==> src/rtl/hmem_arb_pkg.sv <==
// rtl/hmem_arb_pkg.sv - shared types and defaults for the hmem line-burst arbiter
package hmem_arb_pkg;

    typedef enum logic [1:0] {
        ST_IDLE    = 2'd0,
        ST_BURST_I = 2'd1,
        ST_BURST_D = 2'd2
    } state_e;

    localparam int BEATS_DEF  = 8;
    localparam int DATA_W_DEF = 64;
    localparam int ADDR_W_DEF = 64;

    // Round-robin flag values: which port was served last
    localparam logic LRG_I = 1'b0;
    localparam logic LRG_D = 1'b1;

    function automatic int line_off_w(input int beats, input int data_w);
        return $clog2(beats * data_w / 8);
    endfunction

endpackage

==> src/rtl/hmem_arb.sv <==
// rtl/hmem_arb.sv - round-robin arbiter muxing I/D cache line bursts onto one hmem port
module hmem_arb
    import hmem_arb_pkg::*;
#(
    parameter int BEATS  = BEATS_DEF,
    parameter int DATA_W = DATA_W_DEF,
    parameter int ADDR_W = ADDR_W_DEF
) (
    input  logic              clk,
    input  logic              rst_n,
    input  logic              i_req,
    input  logic [ADDR_W-1:0] i_addr,
    output logic [DATA_W-1:0] i_rdata,
    output logic              i_vld,
    output logic              i_done,
    input  logic              d_req,
    input  logic              d_we,
    input  logic [ADDR_W-1:0] d_addr,
    input  logic [DATA_W-1:0] d_wdata,
    output logic              d_wrdy,
    output logic [DATA_W-1:0] d_rdata,
    output logic              d_vld,
    output logic              d_done,
    output logic              m_req,
    output logic              m_we,
    output logic [ADDR_W-1:0] m_addr,
    output logic [DATA_W-1:0] m_wdata,
    input  logic [DATA_W-1:0] m_rdata,
    input  logic              m_rdy
);

    localparam int CNT_W = (BEATS > 1) ? $clog2(BEATS) : 1;
    localparam int OFF_W = line_off_w(BEATS, DATA_W);
    localparam logic [ADDR_W-1:0] ADDR_MASK = {ADDR_W{1'b1}} << OFF_W;
    localparam logic [CNT_W-1:0]  CNT_LAST  = CNT_W'(BEATS - 1);

    state_e             state_q;
    logic [CNT_W-1:0]   cnt_q;
    logic               m_req_q;
    logic               m_we_q;
    logic [ADDR_W-1:0]  m_addr_q;
    logic               lrg_q;

    logic in_i;
    logic in_d;
    logic last_beat;
    logic grant_i;

    assign in_i      = (state_q == ST_BURST_I);
    assign in_d      = (state_q == ST_BURST_D);
    assign last_beat = m_rdy && (cnt_q == CNT_LAST);
    // On a tie the port not served last wins
    assign grant_i   = i_req && (!d_req || (lrg_q == LRG_D));

    always_ff @(posedge clk or negedge rst_n) begin
        if (!rst_n) begin
            state_q  <= ST_IDLE;
            cnt_q    <= '0;
            m_req_q  <= 1'b0;
            m_we_q   <= 1'b0;
            m_addr_q <= '0;
            lrg_q    <= LRG_D;
        end else begin
            case (state_q)
                ST_IDLE: begin
                    if (grant_i) begin
                        state_q  <= ST_BURST_I;
                        m_req_q  <= 1'b1;
                        m_we_q   <= 1'b0;
                        m_addr_q <= i_addr & ADDR_MASK;
                        cnt_q    <= '0;
                    end else if (d_req) begin
                        state_q  <= ST_BURST_D;
                        m_req_q  <= 1'b1;
                        m_we_q   <= d_we;
                        m_addr_q <= d_addr & ADDR_MASK;
                        cnt_q    <= '0;
                    end
                end
                ST_BURST_I, ST_BURST_D: begin
                    if (m_rdy) begin
                        cnt_q <= cnt_q + CNT_W'(1);
                    end
                    if (last_beat) begin
                        state_q <= ST_IDLE;
                        m_req_q <= 1'b0;
                        lrg_q   <= in_i ? LRG_I : LRG_D;
                    end
                end
                default: begin
                    state_q <= ST_IDLE;
                    m_req_q <= 1'b0;
                end
            endcase
        end
    end

    assign m_req   = m_req_q;
    assign m_we    = m_we_q;
    assign m_addr  = m_addr_q;
    assign m_wdata = d_wdata;

    assign i_rdata = m_rdata;
    assign i_vld   = in_i && m_rdy;
    assign i_done  = in_i && last_beat;

    assign d_rdata = m_rdata;
    assign d_vld   = in_d && !m_we_q && m_rdy;
    assign d_wrdy  = in_d && m_we_q && m_rdy;
    assign d_done  = in_d && last_beat;

endmodule

==> config.mk <==
export PLATFORM = sky130hd
export DESIGN_NAME = hmem_arb
export DESIGN_NICKNAME = d
export VERILOG_FILES = /design/src/rtl/hmem_arb_pkg.sv /design/src/rtl/hmem_arb.sv
export SDC_FILE = /design/constraint.sdc
export NUM_CORES = 1
export LEC_CHECK = 0
export CAP_MARGIN = 20
export CORE_AREA = 2 2 204 206
export CTS_CLUSTER_SIZE = 16
export DETAILED_ROUTE_END_ITERATION = 7
export DIE_AREA = 0 0 206 208
export SLEW_MARGIN = 20
export SYNTH_ARGS = -nofsm -noshare
export SYNTH_HDL_FRONTEND = slang
export SYNTH_SLANG_ARGS = --single-unit
export TNS_END_PERCENT = 5
==> constraint.sdc <==
create_clock -name clk -period 2.2 [get_ports clk]
set_input_delay 0.44 -clock clk [delete_from_list [all_inputs] [get_ports clk]]
set_output_delay 0.44 -clock clk [all_outputs]
set_load 0.02 [all_outputs]
==> results.sh <==
export IMPL_std_cell_rows=74
export IMPL_clock_fmax_mhz=473
export IMPL_synth_avg_cell_area_um2=8.32
export IMPL_tightest_slew_ns=0.551
export IMPL_synth_edf_count=0
export IMPL_multi_input_area_um2=1500
export IMPL_hold_path_class="input port to asynchronous set/reset pin"
export IMPL_nNetsFinal=828
export IMPL_total_power_mw=7.68
export IMPL_reg2reg_from="state_q[0]"
export IMPL_end_kind="output pin"
export IMPL_maxCapViolCount=0
export IMPL_fin_setup_tns_ns=0
export IMPL_io_pins=525
export IMPL_ys_flop_type="dfrtp_1"
export IMPL_grt_usage_pct=7.87
export IMPL_p_per_area_nw_per_um2=1240
export IMPL_r2r_slack_ns=0.37
export IMPL_seqCellArea_um2=1650
export IMPL_final_hold_viol_count=0
export IMPL_grt_ovfl_total=0
export IMPL_rsz0062_at_grt="no"
export IMPL_cts_root_buf="clkbuf_16"
export IMPL_cp_common_cell="ha_1"
export IMPL_gp_congestion=0.682
export IMPL_htreeDepth=3
export IMPL_coreArea_um2=40600
export IMPL_critical_path_class="flip-flop to output pin"
export IMPL_cp_required_ns=1.76
export IMPL_drc=0
export IMPL_ys_seq_elements=66
export IMPL_cts_buffer_depth=2
export IMPL_synth_top_family_by_area="buffers and inverters"
export IMPL_vdd_drop_max_mv=0.425
export IMPL_io_buffers=186
export IMPL_worstPathCellList="ha_1, ha_1, and3_1, dlygate4sd2_1"
export IMPL_r2r_end="m_addr[17]"
export IMPL_crit_path_max_incr_delay_ns=0.39
export IMPL_crit_family="adder cells"
export IMPL_synth_xor_area_share_pct=0
export IMPL_nFillCells=4599
export IMPL_path_max_fanout=5
export IMPL_layout_common_cells="179 x clkdlybuf4s50_1, 65 x dfrtp_1, 62 x nor2_1"
export IMPL_ant_nets=0
export IMPL_cp_arrival_ns=1.67
export IMPL_yosys_area_top_type="dfrtp_1"
export IMPL_clk_pin_slew_worst_paths_ns=0.06
export IMPL_die_area_um2=42800
export IMPL_status="completed"
export IMPL_die_y_um=208
export IMPL_relSlewSlack_pct=63.3
export IMPL_reg2reg_depth=6
export IMPL_via_per_inst=3.54
export IMPL_vias=3881
export IMPL_async_reset_ff_share_pct=100
export IMPL_detail_route_wirelength_um=17100
export IMPL_netlist_instances=579
export IMPL_synthAdderAreaFrac_pct=1.56
export IMPL_seq_area_frac_synth_pct=34.3
export IMPL_period_minus_slack_ns=2.11
export IMPL_grt_pass1_vias=4034
export IMPL_mostFrequentLayoutCell="clkdlybuf4s50_1"
export IMPL_start_util_pct=11.9
export IMPL_grt_max_degree=39
export IMPL_hpwlAfterDp_um=12900
export IMPL_die_w_um=206
export IMPL_cts_setup_buffers=0
export IMPL_synth_simple_area_share_pct=6.19
export IMPL_dr_pass1_iters=4
export IMPL_synth_area_leaders="dfrtp_1 34%, buf_4 32%, a31oi_1 7.5%, a21oi_1 6.0%, o21ai_1 5.0%"
export IMPL_syn_to_final_growth_pct=28.3
export IMPL_critPathSlowestCell="dfrtp_1"
export IMPL_yosys_mux_area_fraction_pct=0.858
export IMPL_path_buf_inv=1
export IMPL_clock_sinks=66
export IMPL_tritoncts="yes"
export IMPL_slew_violations=0
export IMPL_drtIter0Drc=191
export IMPL_grt_pass1_wl_um=24100
export IMPL_syn_area_um2=4810
export IMPL_p_leak_nw=2.28
export IMPL_finalSetupViolCount=0
export IMPL_finalClockSkew_ns=0.0101
export IMPL_wl_per_cell_um=15.6
export IMPL_antenna_found_initial=0
export IMPL_crit_path_start_kind="flip-flop"
export IMPL_fin_crit_sh_pct=96.1
export IMPL_n_antenna_cell=0
export IMPL_final_layout_size_suffix_gt1_share_pct=6.73
export IMPL_yosysWarnings=0
export IMPL_synthDistinctLibCells=32
export IMPL_numCtsBuffers=9
export IMPL_yosysTopAreaCellShare_pct=33.8
export IMPL_clock_latency_ns=0.36
export IMPL_synth_compound_area_share_pct=21.9
[logic make-up after synthesis]
| family | after synthesis |
|---|---|
| AND/OR/NAND/NOR | 74 |
| adder cells (fa/ha/maj) | 6 |
| buffers and inverters | 241 |
| multiplexers | 4 |
| flip-flops | 66 |
| other | 1 |
| AO/OA/AOI/OAI | 187 |
[Yosys cell counts (2+ instances only)]
master    count
a31oi_1      58
a22o_1        3
a21oi_1      58
nand2_1       4
o21ai_0      11
dfrtp_1      65
ha_1          6
buf_4       204
buf_2        17
o21ai_1      48
mux2i_1       3
and3_1        3
a21boi_1      2
clkbuf_1     15
inv_1         4
nor2_1       62
[sequential cells by signal, summed over array words and instances (netlist names)]
| signal | flops |
|---|---|
| cnt_q | 3 |
| lrg_q | 1 |
| m_addr | 58 |
| m_req | 1 |
| m_we | 1 |
| state_q | 2 |
[worst max-delay path by stage]
stage	from	end	slack [ns]	cells after the start
after floorplan	state_q[1]	cnt_q[0]	0.64	5
after global placement	m_rdy	d_vld	-0.01	4
after detailed placement	m_rdy	d_vld	-0.05	4
after CTS	cnt_q[0]	i_done	0.04	4
after global routing	cnt_q[0]	i_done	0.003	4
final	cnt_q[0]	d_done	0.09	4
[layer usage]
layer  vias up  track usage, %  routed length (um)
met5         -               0                   0
met4         0            6.45                1180
met3        91            4.90                2350
met2       297            12.0                7660
met1      1766            7.44                5910
li1       1727               -                   -
[worst register-to-register path, delay by kind of cell, from the launching register on]
kind / cells / cell delay [ns]
buffers and inverters: 2 / 0.44
adder cells (fa/ha/maj): 1 / 0.41
AO/OA/AOI/OAI: 2 / 0.40
flip-flops: 1 / 0.39
AND/OR/NAND/NOR: 1 / 0.11
[what timing repair did]
item                                    4_1_cts  5_1_grt
endpoints found under the setup margin        5        0
hold buffers                                  0        0
resized for setup                             5        0
[report_power, final]
group | leakage [nW] | switching, mW | internal (mW)
clock network | 0.133 | 0.585 | 0.789
logic | 1.39 | 2.25 | 1.92
registers | 0.750 | 0.324 | 1.82
[stage by stage]
stage	hold slack, ns	setup slack, ns	instance area, um2	utilization [%]	instances
after global routing	0.0427	0.00293	6180	15.2	1097
after floorplan	0.144	0.643	4830	-	584
final	0.0242	0.0853	6180	15.2	1097
after global placement	0.427	-0.0108	5920	14.6	1081
after CTS	0.0128	0.0394	6180	15.2	1097
after detailed placement	0.422	-0.0502	5920	14.6	1081
[final cells by class]
type | instances | share of cell area (%)
tap | 532 | 10.8
multi-input combinational | 277 | 24.3
inverter | 5 | 0.304
clock inverter | 3 | 0.243
timing repair buffer | 201 | 33.6
sequential | 66 | 26.8
clock buffer | 13 | 4.05
No activity file was read; power rests on OpenSTA's default activity.
